==> config.mk <==
export PLATFORM = sky130hd
export DESIGN_NAME = io_uart_tx
export DESIGN_NICKNAME = d
export VERILOG_FILES = /design/src/rtl/io_uart_tx.sv
export SDC_FILE = /design/constraint.sdc
export NUM_CORES = 1
export LEC_CHECK = 0
export BUFFER_PORTS_ARGS = -buffer_cell sky130_fd_sc_hd__buf_2
export CORE_MARGIN = 8
export CORE_UTILIZATION = 54
export CTS_CLUSTER_SIZE = 14
export DETAILED_ROUTE_END_ITERATION = 8
export PLACE_DENSITY = 0.76
export RECOVER_POWER = 100
export SKIP_CTS_REPAIR_TIMING = 1
export SYNTH_ARGS = -nofsm -noshare
export SYNTH_HDL_FRONTEND = slang
export SYNTH_SLANG_ARGS = --single-unit
==> constraint.sdc <==
create_clock -name clk -period 3.6 [get_ports clk]
set_input_delay 0.18 -clock clk [delete_from_list [all_inputs] [get_ports clk]]
set_output_delay 0.18 -clock clk [all_outputs]
set_load 0.02 [all_outputs]
==> src/rtl/io_uart_tx.sv <==
// UART transmitter with a small byte FIFO, toggle-handshake command port and sticky overflow.
// Optional even parity bit when IO_UART_TX_PARITY_EN is defined (11-bit frame, else 10-bit).
module io_uart_tx #(
  parameter int FIFO_DEPTH = 4
) (
  input  logic        clk,
  input  logic        rst_n,
  input  logic [31:0] cmd_in,
  input  logic [31:0] cfg_in,
  output logic [31:0] status_out,
  output logic        txd
);

  localparam int         PTR_W    = $clog2(FIFO_DEPTH);
  localparam logic [2:0] FULL_CNT = 3'(FIFO_DEPTH);

  typedef enum logic [2:0] {IDLE, START, DATA, PARITY, STOP} state_e;

  logic             live_q, live_d;
  logic             tog_q, tog_d;
  logic             ovf_q, ovf_d;
  logic [PTR_W-1:0] wr_ptr_q, wr_ptr_d, rd_ptr_q, rd_ptr_d;
  logic [2:0]       cnt_q, cnt_d;
  logic [7:0]       mem [FIFO_DEPTH];

  state_e      state_q;
  logic [15:0] baud_q, div_q;
  logic [2:0]  bit_q;
  logic [7:0]  sh_q;
  logic        txd_q;
`ifdef IO_UART_TX_PARITY_EN
  logic        par_q;
`endif

  logic       req, push, pop, fifo_empty, fifo_full, bit_done;
  logic [7:0] head;
  logic       unused_bits;

  assign unused_bits = ^{cfg_in[31:16], cmd_in[29:8]};

  // The first edge after reset only arms the toggle detector.
  assign req        = live_q && (cmd_in[31] != tog_q);
  assign fifo_empty = (cnt_q == 3'd0);
  assign fifo_full  = (cnt_q == FULL_CNT);
  assign bit_done   = (baud_q == div_q);
  assign pop        = !fifo_empty && ((state_q == IDLE) || ((state_q == STOP) && bit_done));
  assign push       = req && !cmd_in[30] && (!fifo_full || pop);
  assign head       = mem[rd_ptr_q];

  always_comb begin
    live_d   = 1'b1;
    tog_d    = cmd_in[31];
    ovf_d    = ovf_q;
    if (req) begin
      if (cmd_in[30])  ovf_d = 1'b0;
      else if (!push)  ovf_d = 1'b1;
    end
    wr_ptr_d = wr_ptr_q + PTR_W'(push);
    rd_ptr_d = rd_ptr_q + PTR_W'(pop);
    cnt_d    = cnt_q + 3'(push) - 3'(pop);
  end

  always_ff @(posedge clk or negedge rst_n) begin
    if (!rst_n) begin
      live_q   <= 1'b0;
      tog_q    <= 1'b0;
      ovf_q    <= 1'b0;
      wr_ptr_q <= '0;
      rd_ptr_q <= '0;
      cnt_q    <= '0;
    end else begin
      live_q   <= live_d;
      tog_q    <= tog_d;
      ovf_q    <= ovf_d;
      wr_ptr_q <= wr_ptr_d;
      rd_ptr_q <= rd_ptr_d;
      cnt_q    <= cnt_d;
    end
  end

  // Storage needs no reset: the pointers alone define which entries are valid.
  always_ff @(posedge clk) begin
    if (push) mem[wr_ptr_q] <= cmd_in[7:0];
  end

  always_ff @(posedge clk or negedge rst_n) begin
    if (!rst_n) begin
      state_q <= IDLE;
      baud_q  <= '0;
      div_q   <= '0;
      bit_q   <= '0;
      sh_q    <= '0;
      txd_q   <= 1'b1;
`ifdef IO_UART_TX_PARITY_EN
      par_q   <= 1'b0;
`endif
    end else if (pop) begin
      // Pop from IDLE or straight out of the stop bit: start a new frame.
      state_q <= START;
      baud_q  <= '0;
      div_q   <= cfg_in[15:0];
      bit_q   <= '0;
      sh_q    <= head;
      txd_q   <= 1'b0;
`ifdef IO_UART_TX_PARITY_EN
      par_q   <= ^head;
`endif
    end else begin
      baud_q <= bit_done ? '0 : baud_q + 16'd1;
      case (state_q)
        IDLE: begin
          baud_q <= '0;
          txd_q  <= 1'b1;
        end
        START: if (bit_done) begin
          state_q <= DATA;
          txd_q   <= sh_q[0];
          sh_q    <= sh_q >> 1;
        end
        DATA: if (bit_done) begin
          if (bit_q == 3'd7) begin
`ifdef IO_UART_TX_PARITY_EN
            state_q <= PARITY;
            txd_q   <= par_q;
`else
            state_q <= STOP;
            txd_q   <= 1'b1;
`endif
          end else begin
            bit_q <= bit_q + 3'd1;
            txd_q <= sh_q[0];
            sh_q  <= sh_q >> 1;
          end
        end
        PARITY: if (bit_done) begin
          state_q <= STOP;
          txd_q   <= 1'b1;
        end
        STOP: if (bit_done) state_q <= IDLE;
        default: begin
          state_q <= IDLE;
          txd_q   <= 1'b1;
        end
      endcase
    end
  end

  assign txd        = txd_q;
  assign status_out = {tog_q, 24'h0, cnt_q, ovf_q, fifo_empty, fifo_full, (state_q != IDLE)};

endmodule
==> results.sh, run 1 <==
export IMPL_outcome="finished, final reports clean"
export IMPL_synthFlopType="dfrtp_1"
export IMPL_synth_top_area_share=0.3373
export IMPL_synth_seq_cells=89
export IMPL_timing_slew_headroom=0.07254
export IMPL_synthMostInstantiatedCell="dfrtp_1"
export IMPL_worst_r2r_path_depth=7
export IMPL_remaining_drc_errors=0
export IMPL_clock_latency_late_sink_ps=360
export IMPL_via_count=2470
export IMPL_avgRoutedWirePerCell_um=15.32
export IMPL_slew_viol_final=0
export IMPL_synth_xor_area_share=0.07380
export IMPL_synthDistinctLibCells=47
export IMPL_post_synth_and_or_nand_nor_area_fraction=0.08313
export IMPL_grt_pass1_wl_um=12340
export IMPL_clkSlewWorstSetupHoldPaths_ps=90
export IMPL_core_occupancy_in_the_finished_layout=0.5906
export IMPL_htree_num_levels=3
export IMPL_critPathRequiredTime_ps=3600
export IMPL_design_die_area_sq_um=10750
export IMPL_postSynth_asyncResetShare=0.6404
export IMPL_cp_end_kind="flip-flop"
export IMPL_floorplan_io_pins=99
export IMPL_max_slew_worst_pin_slew_ps=1391
export IMPL_grt_max_degree=33
export IMPL_detail_route_vias_per_cell=5.289
export IMPL_port_buffers=36
export IMPL_max_capacitance_violation_count=0
export IMPL_hold_path_endpoint="div_q[8]"
export IMPL_holdCritPathClass="input port to flip-flop"
export IMPL_tritoncts_buffer_count=9
export IMPL_clock_skew_ps=14.22
export IMPL_muxShareOfSynthArea=0.09729
export IMPL_detailedPlacementHpwl_um=5118
export IMPL_yosys_area_top_type="dfrtp_1"
export IMPL_core_rowCount=32
export IMPL_cts_sinks=89
export IMPL_multi_input_area_sq_um=1475
export IMPL_synth_area_top_cells="dfrtp_1, edfxtp_1, buf_4, xor2_1, mux4_2"
export IMPL_grt_antenna_before_repair=0
export IMPL_timing_final_crit_period_ps=3045
export IMPL_globalplace_congestion=0.7774
export IMPL_synth_top_cells_by_count="dfrtp_1, edfxtp_1, buf_4"
export IMPL_drive_above_1_share=0.1534
export IMPL_power_density_of_the_placed_cells_nw_per_um2=512.8
export IMPL_starting_density=0.5461
export IMPL_clk_root_buffer_cell="clkbuf_8"
export IMPL_layout_area_seq_sq_um=2389
export IMPL_core_sq_um=7607
export IMPL_fp_dieW_um=103.7
export IMPL_synth_adder_area_share=0.02289
export IMPL_synthesis_area_per_instance_sq_um=13.06
export IMPL_design_final_nets=433
export IMPL_r2r_slack_ps=550
export IMPL_placedCellCount=449
export IMPL_path_class="flip-flop to flip-flop"
export IMPL_worst_setup_path_start_kind="flip-flop"
export IMPL_leakage_nw=1.912
export IMPL_peakVddDrop_mv=0.4012
export IMPL_syn_to_final_growth_pct=8.163
export IMPL_worst_ep_arrival_time_ps=3040
export IMPL_report_final_setup_viol=0
export IMPL_drt_pass1_iterations=4
export IMPL_first_global_vias=2542
export IMPL_route_antenna_remaining_nets=0
export IMPL_synth_area_sq_um=4154
export IMPL_whs_path_depth=2
export IMPL_fill_cells=627
export IMPL_max_freq_ghz=0.3284
export IMPL_finalPower_mw=2.304
export IMPL_setup_tns_ps=0
export IMPL_synth_enable_flop_cells=32
export IMPL_tritoncts="yes"
export IMPL_synth_seq_area_share=0.5750
export IMPL_overall_routing_resource_usage=0.1402
export IMPL_post_synthesis_instance_total=318
export IMPL_synth_warnings=0
export IMPL_clockBufferDepth=2
export IMPL_grt_setup_unrepaired="false"
export IMPL_crit_fanout=13
export IMPL_largest_family_of_logic_cells_by_synthesized_area="multiplexers"
export IMPL_finalHoldViolations=0
export IMPL_hold_path_startpoint="cfg_in[8]"
export IMPL_min_period_over_period=0.8459
export IMPL_reg2reg_to="mem[2][3]"
export IMPL_count_of_antenna_diodes_in_the_layout=0
export IMPL_synth_compound_area_frac=0.06084
export IMPL_die_height_um=103.7
export IMPL_totalWireLength_um=7154
export IMPL_crit_reg2reg_launch="baud_q[11]"
export IMPL_grt_overflow_total=0
export IMPL_layoutNonFillerInstCount=467
export IMPL_drt_initial_drc_count=113
final cells by class:
type	instances	area share
Tap cell	102	0.02840
Sequential cell	89	0.5316
Clock buffer	9	0.02757
Clock inverter	7	0.01810
Multi-Input combinational cell	193	0.3283
Timing Repair Buffer	44	0.04567
Inverter	23	0.02033
report_power, final:
group	total (mW)	internal [mW]	switching [mW]
clock network	0.709	0.333	0.376
logic	0.344	0.135	0.209
registers	1.25	1.15	0.0973
total	2.30	1.62	0.682
per-layer routing:
metal,track usage,vias to the layer above,part of all wire
met3,0.04833,14,0.063
met5,0,-,0
met1,0.1753,1228,0.44
met4,0.05377,0,0.019
met2,0.2195,76,0.48
li1,-,1152,-
worst max path at each step:
| stage | slack (ps) | end | start | cells after the start |
|---|---|---|---|---|
| 3_5_place_dp | 730 | cnt_q[2] | baud_q[3] | 10 |
| 4_1_cts | 710 | cnt_q[2] | baud_q[11] | 10 |
| 2_1_floorplan | 790 | mem[2][0] | baud_q[3] | 5 |
| 5_1_grt | 280 | mem[2][3] | baud_q[11] | 7 |
| 6_report | 550 | mem[2][3] | baud_q[11] | 7 |
| 3_3_place_gp | 800 | cnt_q[2] | baud_q[3] | 10 |
cells in the final DEF, fill, tap and decap left out, types with 4 or more instances in the layout:
cell type and instances:
nand3_1 8, nand4_1 4, a21oi_1 7, a222oi_1 6, inv_6 5, buf_2 18
conb_1 25, nor2_1 25, edfxtp_1 32, clkbuf_1 22, xnor2_1 11, mux2_1 12
dfrtp_1 56, inv_1 22, mux2_2 7, ha_1 6, a2111oi_0 4, xor2_1 24
clkbuf_8 9, nand2_1 12, mux4_2 8
through the flow:
stage / area, sq um / hold slack (ps) / setup slack, ps
after global routing: 4493 / 9.771 / 282.5
after global placement: 4330 / 202.5 / 796.0
after floorplan: 4240 / -115.6 / 789.7
after detailed placement: 4330 / 215.3 / 733.1
final: 4493 / 29.39 / 554.7
after CTS: 4536 / -185.4 / 705.4
sequential cells by signal (all words and copies together), names as in the netlist:
name,flops
mem,32
baud_q,16
div_q,16
sh_q,8
bit_q,3
cnt_q,3
state_q,3
rd_ptr_q,2
wr_ptr_q,2
live_q,1
ovf_q,1
tog_q,1
txd,1
kinds of logic after synthesis:
family | Yosys count
simple gates | 66
flops | 89
mux | 28
xor+xnor | 35
compound gates | 32
fa+ha+maj | 7
buf+inv | 59
other cells | 2
critical path, stage by stage, from the launching register on:
cell       delay, ps
dfrtp_1          430
xor2_1           170
nor4_1           380
nand4_1          130
buf_4            200
a21o_1           300
a2111oi_0        590
clkbuf_1         470
Power figures use the tool's default switching activity.
==> run 2, diff against run 1 <==
==> constraint.sdc (replaced) <==
create_clock -name clk -period 2.9 [get_ports clk]
set_input_delay 0.145 -clock clk [delete_from_list [all_inputs] [get_ports clk]]
set_output_delay 0.145 -clock clk [all_outputs]
set_load 0.02 [all_outputs]
==> run 2 against run 1 <==
Design area increased by 4.2%. Fmax increased by 11%. Combinational power increased by 34%. Count of clock-buffer cells in the layout unchanged. Flip-flop and latch count unchanged. Critical endpoint is now cnt_q[2].
==> results.sh, run 2 (synthesized netlist as in run 1, its figures left out) <==
export IMPL_total_length_of_routed_met3_wires_um=464
export IMPL_tritoncts="yes"
export IMPL_leakage_nw=1.988
export IMPL_peakVddDrop_mv=0.3908
export IMPL_final_critical_path_setup_slack_ps=151.4
export IMPL_timing_slew_headroom=0.08720
export IMPL_holdCritPathClass="input port to flip-flop"
export IMPL_fill_cells=617
export IMPL_worst_r2r_path_depth=9
export IMPL_core_rowCount=32
export IMPL_post_dp_area_sq_um=4345
export IMPL_setup_worst_path_end="cnt_q[2]"
export IMPL_tritoncts_buffer_count=9
export IMPL_grt_setup_unrepaired="false"
export IMPL_core_sq_um=7607
export IMPL_met1Wirelength_um=3201
export IMPL_crit_fanout=8
export IMPL_reg2reg_to="cnt_q[2]"
export IMPL_clockBufferDepth=2
export IMPL_hold_path_startpoint="cfg_in[14]"
export IMPL_slew_viol_final=0
export IMPL_clock_latency_late_sink_ps=360
export IMPL_crit_reg2reg_launch="baud_q[6]"
export IMPL_via_count=2517
export IMPL_layout_top_registers="mem: 32 flops, baud_q: 16 flops, div_q: 16 flops"
export IMPL_detailedPlacementHpwl_um=5148
export IMPL_setup_tns_ps=0
export IMPL_avgRoutedWirePerCell_um=15.22
export IMPL_critPathSlowestCell="dfrtp_2"
export IMPL_critical_path_cell_chain="xor2_1 > nor4_2 > nand4_1 > a21o_4 > mux2_2 > ha_1 > fa_1 > xnor2_2 > xnor2_1"
export IMPL_drt_pass1_iterations=4
export IMPL_grt_max_degree=33
export IMPL_placement_setup_worst_slack_ps=120.6
export IMPL_port_buffers=36
export IMPL_route_antenna_remaining_nets=0
export IMPL_remaining_drc_errors=0
export IMPL_globalplace_congestion=0.7612
export IMPL_detail_route_vias_per_cell=5.200
export IMPL_min_period_over_period=0.9478
export IMPL_path_class="flip-flop to flip-flop"
export IMPL_cp_slowest_stage_delay_ps=460
export IMPL_detailroute_wirelength_met2_um=3579
export IMPL_outcome="finished, final reports clean"
export IMPL_syn_to_final_growth_pct=12.71
export IMPL_grt_overflow_total=0
export IMPL_floorplan_io_pins=99
export IMPL_finalPower_mw=2.924
export IMPL_max_slew_worst_pin_slew_ps=1369
export IMPL_max_ffs_per_register=32
export IMPL_design_final_nets=450
export IMPL_critPathRequiredTime_ps=3150
export IMPL_worst_setup_path_start_kind="flip-flop"
export IMPL_max_freq_ghz=0.3638
export IMPL_highest_layer="met4"
export IMPL_power_density_of_the_placed_cells_nw_per_um2=624.4
export IMPL_crit_path_start="baud_q[6]"
export IMPL_drive_above_1_share=0.1597
export IMPL_starting_density=0.5461
export IMPL_clkSlewWorstSetupHoldPaths_ps=100
export IMPL_die_height_um=103.7
export IMPL_regMostFlops="mem"
export IMPL_r2r_slack_ps=150
export IMPL_overall_routing_resource_usage=0.1407
export IMPL_htree_num_levels=3
export IMPL_worst_ep_arrival_time_ps=2990
export IMPL_fp_dieW_um=103.7
export IMPL_design_die_area_sq_um=10750
export IMPL_timing_final_crit_period_ps=2749
export IMPL_mostFrequentLayoutCells="dfrtp_1, edfxtp_1, nor2_1, conb_1, xor2_1"
export IMPL_clk_root_buffer_cell="clkbuf_8"
export IMPL_layout_commonest_cell="dfrtp_1"
export IMPL_max_capacitance_violation_count=0
export IMPL_final_cell_area_sq_um=4682
export IMPL_cts_sinks=89
export IMPL_finalHoldViolations=0
export IMPL_grt_antenna_before_repair=0
export IMPL_drt_initial_drc_count=103
export IMPL_first_global_vias=2548
export IMPL_clock_skew_ps=12.35
export IMPL_count_of_antenna_diodes_in_the_layout=0
export IMPL_report_final_setup_viol=0
export IMPL_grt_pass1_wl_um=12320
export IMPL_cp_end_kind="flip-flop"
export IMPL_totalWireLength_um=7365
run 2: how the worst min path moves through the flow:
stage / end / slack, ps / depth (start not counted)
global route: div_q[4] / 0.3 / 2
floorplan: baud_q[0] / -150 / 0
CTS: div_q[10] / -220 / 1
finish: div_q[14] / 5 / 2
detailed placement: div_q[10] / 170 / 1
global placement: div_q[10] / 170 / 1
run 2: per-layer routing:
| metal | GRT usage | vias to the layer above |
|---|---|---|
| met5 | 0 | - |
| met4 | 0.05584 | 0 |
| met3 | 0.04833 | 11 |
| met2 | 0.2177 | 74 |
| met1 | 0.1775 | 1240 |
| li1 | - | 1192 |
run 2: final cells by class:
type,count,area (sq um),share of cell area
clock buffers,9,123.9,0.02646
clock inverters,7,95.09,0.02031
inverters,23,87.58,0.01871
multi-input cells,193,1496,0.3196
flip-flops and latches,89,2390,0.5104
well taps,102,127.6,0.02726
repair buffers,61,361.6,0.07723
run 2: report_power, final:
part | internal, mW | switching (mW) | leakage (nW)
Clock | 0.425 | 0.480 | 0.111
Combinational | 0.192 | 0.270 | 0.890
Sequential | 1.43 | 0.124 | 0.987
run 2: worst max-delay path, delay by kind of cell, from the launching register on:
| family | cells | cell delay (ps) |
|---|---|---|
| fa+ha+maj | 2 | 600 |
| simple gates | 2 | 580 |
| flops | 1 | 460 |
| xor+xnor | 3 | 440 |
| compound gates | 1 | 280 |
| mux | 1 | 270 |
run 2: metrics by stage:
stage                     instances  hold WS [ps]  utilization
after floorplan                 341        -150.6            -
after global placement          451         165.8       0.5712
after detailed placement        451         174.5       0.5712
after CTS                       467        -222.8       0.6000
after global routing            484        0.2747       0.6155
final                           484         5.044       0.6155
